## config.mk

```make
export PLATFORM = sky130hd
export DESIGN_NAME = manchester_rx_deframer
export DESIGN_NICKNAME = d
export VERILOG_FILES = /design/src/rtl/manchester_rx_deframer.sv
export SDC_FILE = /design/constraint.sdc
export NUM_CORES = 1
export LEC_CHECK = 0
export CORE_ASPECT_RATIO = 0.9
export CORE_MARGIN = 2
export CORE_UTILIZATION = 30
export CTS_CLUSTER_SIZE = 24
export DETAILED_ROUTE_END_ITERATION = 12
export GPL_ROUTABILITY_DRIVEN = 0
export HOLD_SLACK_MARGIN = 0.12
export PLACE_DENSITY_LB_ADDON = 0.15
export SYNTH_ARGS = -nofsm -noshare
export SYNTH_HDL_FRONTEND = slang
export SYNTH_SLANG_ARGS = --single-unit
export TNS_END_PERCENT = 20
```

## constraint.sdc

```tcl
create_clock -name clk_div -period 10.5 [get_ports clk_div]
set_input_delay 1.05 -clock clk_div [delete_from_list [all_inputs] [get_ports clk_div]]
set_output_delay 1.05 -clock clk_div [all_outputs]
set_load 0.005 [all_outputs]
```

## src/rtl/manchester_rx_deframer.sv

```systemverilog
// manchester_rx_deframer
// Receive-side Manchester deframer for a 1:8 ISERDES chip stream. Hunts for the
// encoded preamble+SFD at any of the 8 chip offsets, then decodes 16-chip groups
// into payload bytes (bit 1 = chips "10", bit 0 = chips "01", MSB first).
// Pairs "00"/"11" abort the frame with a one-cycle code_err strobe.

module manchester_rx_deframer #(
    parameter logic [7:0] PREAMBLE    = 8'hAA,
    parameter logic [7:0] SFD         = 8'hD5,
    parameter int         PAYLOAD_LEN = 6
) (
    input  logic       clk_div,
    input  logic       rst,
    input  logic [7:0] chips_in,
    input  logic       chips_valid,
    output logic [7:0] data_out,
    output logic       data_valid,
    output logic       sof,
    output logic       eof,
    output logic       locked,
    output logic [2:0] chip_offset,
    output logic       code_err
);

    // Manchester encoding of one byte, first chip of each pair in the higher bit.
    function automatic logic [15:0] encode_byte(input logic [7:0] b);
        logic [15:0] e;
        e = '0;
        for (int i = 0; i < 8; i++) begin
            e[15-2*i] = b[7-i];
            e[14-2*i] = ~b[7-i];
        end
        return e;
    endfunction

    // Data bit of each pair is its first chip.
    function automatic logic [7:0] decode_group(input logic [15:0] g);
        logic [7:0] d;
        d = '0;
        for (int i = 0; i < 8; i++) begin
            d[7-i] = g[15-2*i];
        end
        return d;
    endfunction

    // A pair with two equal chips is not a legal Manchester symbol.
    function automatic logic group_has_violation(input logic [15:0] g);
        logic v;
        v = 1'b0;
        for (int i = 0; i < 8; i++) begin
            if (g[15-2*i] == g[14-2*i]) begin
                v = 1'b1;
            end
        end
        return v;
    endfunction

    // 32-chip sync pattern: encoded preamble byte followed by encoded SFD.
    localparam logic [31:0] SYNC      = {encode_byte(PREAMBLE), encode_byte(SFD)};
    localparam logic [7:0]  LAST_BYTE = 8'(PAYLOAD_LEN - 1);

    typedef enum logic {
        HUNT = 1'b0,
        RECV = 1'b1
    } state_t;

    state_t      state;
    logic [31:0] hist;        // last four valid words, oldest chip in bit 31
    logic [39:0] window;      // history plus the current word
    logic [23:0] buffer;      // decode buffer, valid chips right-aligned
    logic [4:0]  buf_cnt;     // number of unconsumed chips in buffer
    logic [7:0]  byte_cnt;    // payload byte index within the frame

    logic        match_found;
    logic [2:0]  match_k;

    logic [31:0] combined;    // buffer chips followed by the incoming word
    logic [5:0]  total;       // chips available in combined
    logic [5:0]  shamt;       // shift that brings the oldest 16 chips to the bottom
    logic [15:0] group;
    logic        have_group;
    logic        group_bad;
    logic [7:0]  group_byte;
    logic        last_byte;

    assign window = {hist, chips_in};

    // Sync search over all eight chip offsets; the lowest offset takes priority.
    always_comb begin
        match_found = 1'b0;
        match_k     = 3'd0;
        for (int k = 7; k >= 0; k--) begin
            if (window[39-k -: 32] == SYNC) begin
                match_found = 1'b1;
                match_k     = 3'(k);
            end
        end
    end

    // Oldest 16 unconsumed chips and their decode, valid when have_group is set.
    assign combined   = {buffer[23:0], chips_in};
    assign total      = {1'b0, buf_cnt} + 6'd8;
    assign shamt      = total - 6'd16;
    assign group      = 16'(combined >> shamt);
    assign have_group = (total >= 6'd16);
    assign group_bad  = group_has_violation(group);
    assign group_byte = decode_group(group);
    assign last_byte  = (byte_cnt == LAST_BYTE);

    // Chip history shifts on every valid word regardless of state.
    always_ff @(posedge clk_div or posedge rst) begin
        if (rst) begin
            hist <= '0;
        end else if (chips_valid) begin
            hist <= window[31:0];
        end
    end

    // Hunt/receive state machine with registered strobes and decode buffer.
    always_ff @(posedge clk_div or posedge rst) begin
        if (rst) begin
            state       <= HUNT;
            buffer      <= '0;
            buf_cnt     <= '0;
            byte_cnt    <= '0;
            data_out    <= 8'h00;
            data_valid  <= 1'b0;
            sof         <= 1'b0;
            eof         <= 1'b0;
            locked      <= 1'b0;
            chip_offset <= 3'd0;
            code_err    <= 1'b0;
        end else begin
            data_valid <= 1'b0;
            sof        <= 1'b0;
            eof        <= 1'b0;
            code_err   <= 1'b0;
            if (chips_valid) begin
                case (state)
                    HUNT: begin
                        if (match_found) begin
                            // chips after the pattern are the start of the payload
                            state       <= RECV;
                            locked      <= 1'b1;
                            chip_offset <= match_k;
                            byte_cnt    <= '0;
                            buffer      <= {16'h0000, chips_in};
                            buf_cnt     <= 5'd8 - {2'b00, match_k};
                        end
                    end
                    RECV: begin
                        buffer <= combined[23:0];
                        if (!have_group) begin
                            buf_cnt <= total[4:0];
                        end else if (group_bad) begin
                            code_err <= 1'b1;
                            state    <= HUNT;
                            locked   <= 1'b0;
                            byte_cnt <= '0;
                            buf_cnt  <= '0;
                        end else begin
                            data_valid <= 1'b1;
                            data_out   <= group_byte;
                            sof        <= (byte_cnt == 8'd0);
                            eof        <= last_byte;
                            if (last_byte) begin
                                // leftover chips of a finished frame are dropped
                                state    <= HUNT;
                                locked   <= 1'b0;
                                byte_cnt <= '0;
                                buf_cnt  <= '0;
                            end else begin
                                byte_cnt <= byte_cnt + 8'd1;
                                buf_cnt  <= shamt[4:0];
                            end
                        end
                    end
                    default: begin
                        state  <= HUNT;
                        locked <= 1'b0;
                    end
                endcase
            end
        end
    end

endmodule

```

-- Word-level counts from Yosys, hierarchy flattened
Cells that the tools add are included.
- equal/unequal tests: 20
- bitwise logic cells: 2
- mux-type cells: 62
- reductions and logical operators: 6
- shifts and indexed selects: 1
- $add $sub $neg: 4
- $lt $le $gt $ge: 1
- operators by type and width (kind ; number):
    $eq A32 B32 Y1 const B ; 8
    $pmux W24 S2 ; 1
    $mux W1 ; 40
    $mux W8 ; 4
    $shr A32 B6 Y16 ; 1
    $mux W24 ; 1
    $mux W3 ; 8
    $mux W5 ; 4
    $pmux W8 S2 ; 1
    $pmux W5 S2 ; 1
    $add A8 B1 Y8 const B ; 1
    $eq A1 B1 Y1 ; 8
    $eq A8 B3 Y1 const B ; 1
    $logic_not A8 Y1 ; 1
    $reduce_and A4 Y1 ; 2
    $add A5 B4 Y6 const B ; 1
    $ge A6 B5 Y1 const B ; 1
    $reduce_and A3 Y1 ; 2
    $sub A6 B5 Y6 const B ; 1
    $sub A4 B3 Y5 const A ; 1
    $pmux W1 S2 ; 2
    $ne A3 B1 Y1 const B ; 1
    $ne A2 B1 Y1 const B ; 1
    $ne A2 B2 Y1 const B ; 1
    other kinds (2) ; 3
- register bits after elaboration: 86
- word-level logic and storage cells: 108
- bits of input ports: 11
- output and inout bits: 16

-- Logic depth before layout (Yosys ltp)
- depth in word-level cells: 16
- depth in mapped cells: 15
- mapped depth without buffers: 11

-- Worst setup path before layout
OpenSTA, ideal clock, no wires.
- path kind: flip-flop to flip-flop
- start point: register buf_cnt[3]
- end point: register data_out[0]
- cell stages (with the launch flop): 16
- period minus slack after synthesis: 3.809 ns
- setup slack: 6.691 ns
- required time: 10.375 ns
- setup time: 0.125 ns
- path buffers: 4
- arrival time: 3.684 ns
- cell sequence: dfrtp_1 -> clkbuf_1 -> inv_2 -> buf_1 -> ha_1 -> clkbuf_1 -> inv_1 -> mux4_2 -> o21ai_0 -> a21oi_1 -> xor2_1 -> a2111o_1 -> nor4_4 -> nand2_2 -> buf_6 -> mux2_4
- cells in the longest elaborated chain, start to end: 14
- elaborated cells between the ends (all ways): 22
- those cells by class: add/sub (2); order compare (1); eq/ne (8); shift (1); mux (8); bitwise (1); reduce/logical (1)
- ends and longest elaborated chain (item ; line ; text):
    start: declaration ; 71 ; logic [4:0] buf_cnt;
    start signal: assignment ; 148 ; buf_cnt <= 5'd8 - {2'b00, match_k};
    start signal: assignment ; 154 ; buf_cnt <= total[4:0];
    start signal: assignment ; 174 ; buf_cnt <= shamt[4:0];
    $add A5 B4 Y6 (*) ; 102 ; assign total = {1'b0, buf_cnt} + 6'd8;
    $sub A6 B5 Y6 ; 103 ; assign shamt = total - 6'd16;
    $shr A32 B6 Y16 ; 104 ; assign group = 16'(combined >> shamt);
    $eq A1 B1 Y1 ; 51 ; if (g[15-2*i] == g[14-2*i]) begin
    $mux W1 (8 in series) ; 51 ;
    $not A1 Y1 (no line) ; n/a ;
    $reduce_and A4 Y1 (no line) ; n/a ;
    end signal: assignment ; 163 ; data_out <= group_byte;
    end: declaration ; 16 ; output logic [7:0] data_out,
Mark *: on every way between the ends. The rest lies on a longest branch, timed or not.
A chain may end at the register's enable or synchronous reset.

-- Worst setup path in the final report
Same ends and word-level chain as after synthesis.

==> results.py <==
metrics = {
    "outcome": {
        "status": "complete, no violations",
    },
    "cells_and_area": {
        "area_growth_pct": 12.8,
        "final_nets": 556,
        "n_antenna_cell": 0,
        "layout-drive-gt1-share_pct": 19.7,
    },
    "synth": {
        "ys_seq_area_share_pct": 37.7,
        "synth_area_leaders": "dfrtp_1, mux4_2, mux2_2",
        "yosys_warnings": 0,
        "ys_seq_elements": 86,
        "syn_inst": 531,
        "synth_enable_flop_cells": 0,
        "syn_area_per_cell_um2": 10.7,
        "synth_top_area_share_pct": 37.7,
        "synthFlopType": "dfrtp_1",
        "async_flop_share_pct": 100,
        "yosysTopAreaCell": "dfrtp_1",
        "synth_fp_nets": 547,
        "yosysUniqueCellTypes": 63,
        "synth_area_mm2": 0.00570,
    },
    "worst_setup_path": {
        "cp_cell_sequence": "inv_2 > ha_1 > inv_1 > mux4_2 > o21ai_0 > a21oi_1 > xor2_1 > a2111o_1 > nor4_4 > nand2_2 > mux2_4",
        "critical_path_class": "reg -> reg",
        "start_kind": "register",
        "critical_path_buf_inv_count": 2,
        "r2r_start": "buf_cnt[3]",
        "critPathSlowestCell": "ha_1",
        "endpoint_kind": "register",
        "arrival_ps": 5270,
        "critPathTopFamily": "adder cells",
        "crit_start": "buf_cnt[3]",
        "crit_path_max_incr_delay_ps": 950,
        "cp_max_fo": 28,
        "worst_ep_required_time_ps": 10730,
    },
    "timing": {
        "min_period_ps": 5040,
        "slew_headroom_pct": 41.8,
        "fin_crit_sh_pct": 48.0,
        "hold_viol": 0,
        "rsz0062_at_grt": "no",
        "maxSlewViolCount": 0,
        "holdWs_ps": 485,
        "finClkSkew_ps": 7.58,
        "worst_slew_pin_slew_ps": 873,
        "tns_ps": 0,
        "setup_viol": 0,
        "max_freq_mhz": 198,
    },
    "clock_tree": {
        "root_buffer": "clkbuf_16",
        "postCtsSetupBuffers": 0,
        "cts.sinks": 86,
        "cts_buffers": 9,
        "cts_tree": "yes",
        "clock_latency_ps": 350,
        "clock_path_buffers": 2,
        "ctsResizeCount": 0,
        "cts-htree-levels": 3,
        "clk_pin_slew_ps": 60,
        "cts_hold_buf": 0,
    },
    "global_route": {
        "grt_pass1_wl_um": 24300,
        "grt_use_total_pct": 15.5,
        "grt_pass1_vias": 4322,
        "grt_overflow": 0,
        "antenna_found_initial": 0,
        "grt_max_degree": 53,
    },
    "pwr": {
        "peakVddDrop_mv": 0.0825,
        "p_leak_nw": 2.48,
        "seqPwrFrac_pct": 33.9,
        "switchingPower_w": 0.000656,
        "power.share.switching_pct": 41.5,
        "pwr-share-comb_pct": 46.2,
        "power_density_mw_per_mm2": 245,
        "clkPwrFrac_pct": 19.9,
        "p_int_w": 0.000924,
        "fin_total_pwr_w": 0.00158,
    },
    "die": {
        "start_util_pct": 30.8,
        "core_area_mm2": 0.0185,
        "io_pins": 27,
        "die-area_mm2": 0.0201,
        "die_w_um": 149,
        "die_h_um": 135,
        "rows": 47,
    },
    "routing": {
        "drc_errors": 0,
        "routed_via_density": 5.54,
        "wl_per_cell_um": 18.7,
        "ant_nets": 0,
        "num_vias": 4371,
        "drtIter0Drc": 451,
        "wirelength_um": 14700,
        "firstDrtPassIters": 6,
    },
    "worst_hold_path": {
        "hold_path.class": "reg -> reg",
        "min-delay-start": "chip_offset[1]",
    },
    "place": {
        "dp_hpwl_um": 10600,
        "portBuffers": 26,
    },
    "run": {
        "max_cap_viol_count": 0,
    },
}
## cell usage after synthesis, types with 3 or more instances
cell and n:
a2111oi_0 4, a21oi_1 14, a22o_1 16, a22oi_1 4, a31oi_1 4, a32oi_1 3, buf_2 6, buf_6 4
clkbuf_1 21, dfrtp_1 86, ha_1 5, inv_1 17, mux2_2 46, mux2i_1 34, mux4_2 27, nand2_1 44
nand2b_1 7, nand3_1 14, nand4_1 11, nand4b_1 5, nor2_1 28, nor2b_1 9, nor3_1 11, nor4_1 6
nor4bb_1 13, o21ai_0 18, o221ai_1 3, o22a_1 3, o22ai_1 10, o31ai_1 3, xnor2_1 7, xor2_1 9
## cells in the final DEF (no fill, tap or decap), drive strengths merged, types with 16 or more instances in the layout
cell type,instances
mux2,48
nor2,28
nand2,45
dfrtp,86
clkdlybuf4s50,26
mux4,27
mux2i,35
a22o,16
o21ai,19
inv,18
## final cells by class
class / count / area, µm²
timing repair buffer: 31 / 298
clock inverter: 6 / 63.8
fill: 1868 / 12100
tap: 245 / 307
inverter: 20 / 76.3
sequential: 86 / 2150
multi-input combinational: 392 / 3310
clock buffer: 9 / 225
## cells by family (layout without fill, tap and decap cells)
| family | Yosys count | after routing | share of synthesized area, % |
|---|---|---|---|
| fa+ha+maj | 5 | 5 | 1.10 |
| mux | 110 | 110 | 26.5 |
| buf+inv | 53 | 66 | 4.21 |
| xor+xnor | 16 | 16 | 2.46 |
| simple gates | 163 | 163 | 15.9 |
| flops | 86 | 86 | 37.7 |
| compound gates | 98 | 98 | 12.2 |
## state kept, by name (all words and copies together) (netlist names)
name,cells
hist,32
locked,1
chip_offset,3
sof,1
buffer,24
data_valid,1
code_err,1
data_out,8
byte_cnt,8
state,1
eof,1
buf_cnt,5
## final timing paths
| check | to | slack (ps) | cells after the start |
|---|---|---|---|
| max reg2reg | data_out[0] | 5460 | 11 |
| max in group asynchronous | buffer[11] | 8340 | 3 |
| max | data_out[0] | 5460 | 11 |
| min | chip_offset[1] | 490 | 2 |
| min in group asynchronous | chip_offset[0] | 1090 | 2 |
| min reg2reg | chip_offset[1] | 490 | 2 |
## through the flow
step,setup WS (ps),instances,cell area (µm²),util [%]
2_1_floorplan,6690,531,5700,-
3_3_place_gp,5610,774,6150,33.2
3_5_place_dp,5510,774,6150,33.2
4_1_cts,5510,789,6430,34.7
5_1_grt,5130,789,6430,34.7
6_report,5460,789,6430,34.7
## power by group through the flow
stage | sequential (W) | clock (W) | combinational (W)
2_1_floorplan | 0.000482 | 0 | 0.000565
3_3_place_gp | 0.000537 | 0 | 0.000719
3_5_place_dp | 0.000540 | 0 | 0.000716
4_1_cts | 0.000534 | 0.000325 | 0.000720
5_1_grt | 0.000553 | 0.000342 | 0.000793
6_report | 0.000535 | 0.000315 | 0.000730
## per-layer routing
metal  GRT usage, %  wire, µm
met2           22.2      6230
met4           5.03       316
met3           3.85       862
met1           22.8      7320
met5              0         0
## worst reg2reg max path, cell delays in order (launching register included)
cell	delay, ps
dfrtp_1	910
inv_2	410
ha_1	950
inv_1	290
mux4_2	340
o21ai_0	160
a21oi_1	90
xor2_1	180
a2111o_1	390
nor4_4	540
nand2_2	310
mux2_4	370
Note: power is estimated with default switching activity, not from simulation.
